$ cat config.mk
export PLATFORM = sky130hd
export DESIGN_NAME = adder4_arb
export DESIGN_NICKNAME = d
export VERILOG_FILES = /design/src/rtl/adder4_arb_pkg.sv /design/src/rtl/adder4.sv /design/src/rtl/adder4_arb_rr_arb2.sv /design/src/rtl/adder4_arb.sv
export SDC_FILE = /design/constraint.sdc
export NUM_CORES = 1
export LEC_CHECK = 0
export CORE_MARGIN = 2
export CORE_UTILIZATION = 50
export DETAILED_ROUTE_END_ITERATION = 8
export DONT_BUFFER_PORTS = 1
export PLACE_DENSITY_LB_ADDON = 0.05
export SKIP_CTS_REPAIR_TIMING = 1
export SLEW_MARGIN = 20
export SYNTH_ARGS = -nofsm -noshare
export SYNTH_HDL_FRONTEND = slang
export SYNTH_SLANG_ARGS = --single-unit
export TNS_END_PERCENT = 50
$ cat constraint.sdc
create_clock -name clk -period 2.9 [get_ports clk]
set_input_delay 0.87 -clock clk [delete_from_list [all_inputs] [get_ports clk]]
set_output_delay 0.87 -clock clk [all_outputs]
set_load 0.02 [all_outputs]
$ cat src/rtl/adder4_arb_pkg.sv
// adder4_arb_pkg
// Shared types and constants for the two-requester adder4 arbiter.
//   state_t  : controller state (IDLE / RESP)
//   REQ0/REQ1: requester identifiers, also used as the round-robin pointer value
//   NUM_REQ  : number of requesters sharing the adder
package adder4_arb_pkg;

  typedef enum logic {
    IDLE = 1'b0,
    RESP = 1'b1
  } state_t;

  localparam logic REQ0    = 1'b0;
  localparam logic REQ1    = 1'b1;
  localparam int   NUM_REQ = 2;

endpackage

$ cat src/rtl/adder4.sv
// adder4
// 4-bit ripple adder datapath: {cout, sum} = a + b + cin.
//   a, b : 4-bit operands
//   cin  : carry-in
//   sum  : 4-bit sum
//   cout : carry-out
module adder4 (
  input  logic [3:0] a,
  input  logic [3:0] b,
  input  logic       cin,
  output logic [3:0] sum,
  output logic       cout
);

  assign {cout, sum} = {1'b0, a} + {1'b0, b} + {4'b0000, cin};

endmodule

$ cat src/rtl/adder4_arb_rr_arb2.sv
// adder4_rr_arb2
// Pure-combinational two-way round-robin grant.
//   valid0, valid1 : requests
//   last           : requester granted most recently; the other one wins a tie
//   enable         : grants are only issued while enabled
//   grant0, grant1 : one-hot (or zero) grant
module adder4_rr_arb2
  import adder4_arb_pkg::*;
(
  input  logic valid0,
  input  logic valid1,
  input  logic last,
  input  logic enable,
  output logic grant0,
  output logic grant1
);

  assign grant0 = enable & valid0 & (~valid1 | (last == REQ1));
  assign grant1 = enable & valid1 & (~valid0 | (last == REQ0));

endmodule

$ cat src/rtl/adder4_arb.sv
// adder4_arb
// Shares one adder4 between two requesters. A round-robin arbiter picks an
// operand set in IDLE; the result is registered and held on the owner's
// response channel until it is taken. Saturating grant counters per requester.
//   clk, rst                      : clock, synchronous active-high reset
//   reqN_valid/ready/a/b/cin      : operand channel of requester N
//   rspN_valid/ready              : response handshake of requester N
//   rsp_sum, rsp_cout             : registered result, shared by both channels
//   busy                          : high while a result is held (RESP)
//   cnt0, cnt1                    : saturating grant counters
//
// state | meaning
// IDLE  | no result held, arbiter may grant
// RESP  | result held for owner, waiting for owner's rsp ready
module adder4_arb
  import adder4_arb_pkg::*;
#(
  parameter int FIRST_PRIO = 0,
  parameter int CNT_W      = 8
) (
  input  logic             clk,
  input  logic             rst,
  input  logic             req0_valid,
  output logic             req0_ready,
  input  logic [3:0]       req0_a,
  input  logic [3:0]       req0_b,
  input  logic             req0_cin,
  input  logic             req1_valid,
  output logic             req1_ready,
  input  logic [3:0]       req1_a,
  input  logic [3:0]       req1_b,
  input  logic             req1_cin,
  output logic             rsp0_valid,
  input  logic             rsp0_ready,
  output logic             rsp1_valid,
  input  logic             rsp1_ready,
  output logic [3:0]       rsp_sum,
  output logic             rsp_cout,
  output logic             busy,
  output logic [CNT_W-1:0] cnt0,
  output logic [CNT_W-1:0] cnt1
);

  // Pointer reset so that FIRST_PRIO wins the first tie.
  localparam logic LAST_RST = (FIRST_PRIO == 0) ? REQ1 : REQ0;

  state_t             state, state_nxt;
  logic               last;
  logic               owner;
  logic [NUM_REQ-1:0] grant;
  logic               accept;
  logic               sel;
  logic               rsp_taken;
  logic [3:0]         op_a, op_b;
  logic               op_cin;
  logic [3:0]         add_sum;
  logic               add_cout;

  adder4_rr_arb2 u_arb (
    .valid0 (req0_valid),
    .valid1 (req1_valid),
    .last   (last),
    .enable (state == IDLE),
    .grant0 (grant[REQ0]),
    .grant1 (grant[REQ1])
  );

  assign accept    = (req0_valid & req0_ready) | (req1_valid & req1_ready);
  assign sel       = grant[REQ1] ? REQ1 : REQ0;
  // Only the owner's ready can retire the held result.
  assign rsp_taken = (owner == REQ1) ? rsp1_ready : rsp0_ready;

  always_comb begin
    op_a   = req0_a;
    op_b   = req0_b;
    op_cin = req0_cin;
    if (sel == REQ1) begin
      op_a   = req1_a;
      op_b   = req1_b;
      op_cin = req1_cin;
    end
  end

  adder4 u_add (
    .a    (op_a),
    .b    (op_b),
    .cin  (op_cin),
    .sum  (add_sum),
    .cout (add_cout)
  );

  // FSM: state register
  always_ff @(posedge clk) begin
    if (rst) state <= IDLE;
    else     state <= state_nxt;
  end

  // FSM: next state
  always_comb begin
    state_nxt = state;
    case (state)
      IDLE:    if (accept)    state_nxt = RESP;
      RESP:    if (rsp_taken) state_nxt = IDLE;
      default: state_nxt = IDLE;
    endcase
  end

  // FSM: outputs
  always_comb begin
    req0_ready = grant[REQ0];
    req1_ready = grant[REQ1];
    busy       = (state == RESP);
    rsp0_valid = (state == RESP) & (owner == REQ0);
    rsp1_valid = (state == RESP) & (owner == REQ1);
  end

  // Result register, ownership, pointer and grant counters
  always_ff @(posedge clk) begin
    if (rst) begin
      rsp_sum  <= 4'h0;
      rsp_cout <= 1'b0;
      owner    <= REQ0;
      last     <= LAST_RST;
      cnt0     <= '0;
      cnt1     <= '0;
    end else if (accept) begin
      rsp_sum  <= add_sum;
      rsp_cout <= add_cout;
      owner    <= sel;
      last     <= sel;
      if (sel == REQ0 && cnt0 != '1) cnt0 <= cnt0 + 1'b1;
      if (sel == REQ1 && cnt1 != '1) cnt1 <= cnt1 + 1'b1;
    end
  end

endmodule

Yosys cells after proc, flatten, opt, wreduce, memory -nomap -nowiden
Index checks and enable logic that the tools add are counted.
- reduce and logical (&&, ||, !) cells: 4
- div/mod/pow operators: 0
- mux-type cells: 8
- multiply operators: 0
- bitwise gates (word level): 17
- shifts and indexed selects: 0
- $add $sub $neg: 4
- magnitude comparators: 0
- eq/ne operators: 2
- operators by type and width (operator ; number):
    adder 8 x 1 -> 8 bit, second input constant ; 2
    inequality test 8 bit, second input constant ; 2
    bitwise AND 1 bit ; 8
    two-way mux 4 bit ; 2
    inverter 1 bit ; 6
    adder 4 x 4 -> 5 bit ; 1
    adder 5 x 1 -> 5 bit ; 1
    two-way mux 1 bit ; 5
    AND reduction 2 bit ; 2
    bitwise OR 1 bit ; 3
    logical AND 1 bit ; 2
    case mux 1 bit (2 select lines) ; 1
- register bits: 24
- output and inout bits: 26
- bits in read-only memories: 0
- memories kept: 0
- bits in latches: 0
- bits of input ports: 24
- memory bits (writable): 0

Longest topological paths before layout
- depth after elaboration: 7
- mapped depth: 10
- mapped depth without buffers: 10

Modules after synthesis
From an unflattened synthesis, not the netlist that was laid out.
- cell total of the unflattened synthesis: 149
- area, all modules: 1391.3 um^2
- modules (own cells, without submodules) (module ; times used ; cells each ; area an instance (um^2)):
    adder4_arb ; 1 ; 128 ; 1226.2
    adder4 ; 1 ; 16 ; 143.9
    adder4_rr_arb2 ; 1 ; 5 ; 21.3

Least setup slack after synthesis
Ideal clock, no wire load.
- path kind: input to register
- start point: input port req1_valid
- end point: register rsp_sum[2]
- cell stages on the path: 10
- arrival: 2.773 ns
- setup time: 0.128 ns
- path slack: 0.000 ns
- cells stage by stage: nor2b_4 -> nand2_1 -> inv_2 -> mux2i_1 -> fa_1 -> fa_1 -> nor2b_1 -> nor3_1 -> a21oi_1 -> nor2_1
- cells in the longest elaborated chain, start to end: 6
- elaborated cells on any way between the ends: 14
- classes of those cells: add/sub: 2; mux: 4; bitwise: 8
- RTL lines (element ; RTL line ; text):
    start, declared ; adder4_arb.sv:28 ; input logic req1_valid,
    bitwise AND 1 bit * (2 in series) ; adder4_arb_rr_arb2.sv:19 ; assign grant1 = enable & valid1 & (~valid0 | (last == REQ0));
    net req1_ready ; adder4_arb.sv:29 ; output logic req1_ready,
    two-way mux 1 bit ; adder4_arb.sv:69 ; assign sel = grant[REQ1] ? REQ1 : REQ0;
    two-way mux 4 bit ; adder4_arb.sv:77 ; if (sel == REQ1) begin
    adder 4 x 4 -> 5 bit ; adder4.sv:15 ; assign {cout, sum} = {1'b0, a} + {1'b0, b} + {4'b0000, cin};
    adder 5 x 1 -> 5 bit ; adder4.sv:15 ;
    end signal, assigned ; adder4_arb.sv:127 ; rsp_sum <= add_sum;
    end, declared ; adder4_arb.sv:37 ; output logic [3:0] rsp_sum,
The timed path passes the listed nets; every way through them passes the cells marked *.
A chain may end at the register's enable or synchronous reset.

Worst setup path in the final report
- start point: input port req1_valid
- end point: register rsp_cout
- cells in the longest elaborated chain, start to end: 6
- elaborated cells on any way between the ends: 14
- classes of those cells: add/sub: 2; mux: 4; bitwise: 8
- RTL lines (element ; RTL line ; text):
    bitwise AND 1 bit * (2 in series) ; adder4_arb_rr_arb2.sv:19 ;
    net req1_ready ; adder4_arb.sv:29 ;
    two-way mux 1 bit ; adder4_arb.sv:69 ;
    two-way mux 4 bit ; adder4_arb.sv:77 ;
    adder 4 x 4 -> 5 bit ; adder4.sv:15 ;
    adder 5 x 1 -> 5 bit ; adder4.sv:15 ;
    end signal, assigned ; adder4_arb.sv:128 ; rsp_cout <= add_cout;
    end, declared ; adder4_arb.sv:38 ; output logic rsp_cout,
Marked as above.

==> metrics.md <==
| Metric | Value |
|---|---|
| Placed cells | `189` |
| Number of flops mapped to enable cells by yosys | `0` |
| Total GRT Usage | `19.2%` |
| Final Hold Viols | `0` |
| Site Rows | `18` |
| Crit Reg-Reg Endpoint | `rsp_cout` |
| CTS H-tree depth | `1` |
| Rel. slew slack | `63.7%` |
| DRC Markers | `0` |
| Synth Register Bits | `24` |
| Avg WL per Cell | `14.6 µm` |
| Leakage power | `a little over 0.5 nW` |
| CTS root buffer | `clkbuf_4` |
| Critical path capture point type | `register` |
| Share of cells above drive strength 1 | `9.20%` |
| Final setup fails | `0` |
| CP arrival | `2.68 ns` |
| Outcome | `finished clean` |
| Routed WL | `between 2000 and 3000 µm` |
| Vias | `1170` |
| Initial cell density of the core | `53.3%` |
| DR pass1 iterations | `6` |
| Mapped cell area | `1350 µm²` |
| Core Region | `approximately 2500 µm²` |
| Count leader, synth | `dfxtp_1` |
| Initial DRC count | `40` |
| Post-Route Utilization | `56.6%` |
| Top cell type's share of synthesized area | `35.7%` |
| Setup TNS | `0 ns` |
| Critical path type | `input port to register` |
| HP Class | `register to register` |
| F_max | `409 MHz` |
| Sequential element share of the synthesized area | `35.7%` |
| Synth top cells by count | `dfxtp_1, nand2_1, a21oi_1` |
| Post-route cell area | `between 1000 and 1500 µm²` |
| Worst Setup Start Kind | `input port` |
| DR vias/cell | `6.06` |
| Area contributors post-synth | `dfxtp_1, nand2_1, mux2i_1` |
| Synth-to-layout area growth | `6.23%` |
| Crit path depth | `9` |
| Unrepaired setup endpoints after global routing | `false` |
| Nets | `195` |
| # clock sinks | `24` |
| Ant diodes | `0` |
| Synth cell types | `35` |
| Die width | `55.9 µm` |
| Crit Reg-Reg Startpoint | `last` |
| Flop2flop setup slack | `around 0.66 ns` |
| Post-synthesis async set-or-reset flop share | `0%` |
| Max cap viols | `0` |
| Crit share post-route | `84.2%` |
| Buf/Inv on CP | `1` |
| CP top delay family | `adder cells` |
| PortBufs | `0` |
| I/O pin cnt | `50` |
| CTS tree | `built` |
| Initial antenna violation count | `0` |
| Pwr dens | `482 nW/µm²` |
| Fin cells | `193` |
| Global-route wire length before repair | `4830 µm` |
| Fill cells | `252` |
| Crit-path max FO | `10` |
| Worst EP required | `3.13 ns` |
| Vias in the first global route | `1158` |
| Largest net degree at the start of global routing | `27` |
| Synth Flop Type | `dfxtp_1` |
| Die area | `3120 µm²` |
| Clock buffer depth | `2` |
| Crit path cell chain | `nor2b_4 -> nand2_1 -> inv_4 -> mux2i_1 -> fa_1 -> fa_1 -> nor2b_1 -> o21ai_0 -> a211oi_1` |
| Min cycle time layout | `2.44 ns` |
| CP endpoint | `rsp_cout` |
| YS warnings | `0` |
| Clock Skew | `0.00364 ns` |
| Clock transition at path regs | `0.13 ns` |
| Post-DP HPWL | `2210 µm` |
| Total CTS buffers | `3` |
| Beginning of the critical path | `req1_valid` |
| Hold Worst Slack | `0.508 ns` |
| Reg2reg path depth | `9` |
| Peak VDD IR | `243 µV` |
| CP peak stage delay | `0.46 ns` |
| Max Slew Vio Count | `0` |
| Final ANT Viol Nets | `0` |
| Avg Inst Size Synth | `approximately 8.5 µm²` |
| GPL Wtd Cong | `between 0.7 and 0.8` |
| Placed cell area | `1390 µm²` |
| Die height | `between 50 and 60 µm` |
| Slowest-stage cell, CP | `fa_1` |
| Worst-Margin Slew | `0.543 ns` |
| Most frequent CP cell | `fa_1` |
| Synth Instances | `between 150 and 200` |
| Total gr overflow | `0` |
| Largest area contributor in the netlist | `dfxtp_1` |
| Worst skew pair latency | `0.31 ns` |
| Syn nets | `190` |
[final cells by class]
class	count	area, µm²	share of cell area [%]
Multi-Input combinational cell	126	823	57.6
Sequential cell	24	480	33.6
Tap cell	30	37.5	2.63
Clock buffer	4	36.3	2.54
Timing Repair Buffer	4	30.0	2.10
Inverter	5	21.3	1.49
[per-stage QoR]
stage / power (mW) / worst slack (ns)
floorplan: 0.497 / 0.0564
global placement: 0.517 / 0.185
detailed placement: 0.523 / 0.115
CTS: 0.698 / 0.448
global route: 0.729 / 0.315
finish: 0.689 / 0.457
[per-layer routing]
layer	vias to the layer above	global-route usage [%]	routed length (µm)
li1	585	-	-
met1	543	20.2	1170
met2	36	34.2	1420
met3	6	6.51	192
met4	0	8.84	49
met5	-	0	0
[flip-flops by register name, indices dropped and copies added (netlist names)]
name / flops
busy: 1
cnt0: 8
cnt1: 8
last: 1
owner: 1
rsp_cout: 1
rsp_sum: 4
[how the worst min path moves through the flow]
stage | depth (start not counted) | slack (ns) | startpoint | end
after floorplan | 2 | 0.47 | owner | owner
after global placement | 2 | 0.48 | owner | owner
after detailed placement | 2 | 0.49 | owner | owner
after CTS | 2 | 0.51 | owner | owner
after global routing | 2 | 0.52 | owner | owner
final | 2 | 0.51 | owner | owner
[cell families after synthesis]
logic type / Yosys count / synth area share [%]
flip-flops: 24 / 35.7
buffers and inverters: 9 / 3.07
adder cells (fa/ha/maj): 7 / 7.63
AO/OA/AOI/OAI: 37 / 17.7
XOR/XNOR: 2 / 1.30
multiplexers: 8 / 5.95
AND/OR/NAND/NOR: 72 / 28.7
[power breakdown]
group / switching, mW / internal (mW) / total, mW
Clock: 0.0996 / 0.0766 / 0.176
Combinational: 0.0716 / 0.0551 / 0.127
Sequential: 0.0367 / 0.349 / 0.386
Total: 0.208 / 0.481 / 0.689
[worst reg2reg max path: stages (launching register included)]
cell	delay (ns)
dfxtp_1	0.38
nand2_1	0.09
nand2_1	0.13
inv_4	0.11
mux2i_1	0.16
fa_1	0.46
fa_1	0.40
nor2b_1	0.15
o21ai_0	0.09
a211oi_1	0.20
[layout by cell type (no fill, tap or decap), drive strengths merged]
cell / instances
nor3: 3
o21a: 1
dfxtp: 24
nand2: 22
buf: 4
or2: 1
o21ai: 8
nor2b: 6
a21oi: 14
a211oi: 4
o21bai: 1
o211ai: 1
nand3b: 2
o311ai: 2
o31ai: 6
nor2: 12
and3: 1
nand4: 3
or4: 6
nand2b: 1
xor2: 2
or2b: 1
mux2i: 8
nand3: 8
and2: 2
inv: 5
clkbuf: 4
or3: 4
fa: 2
ha: 5
Note: power is estimated with default switching activity, not from simulation.
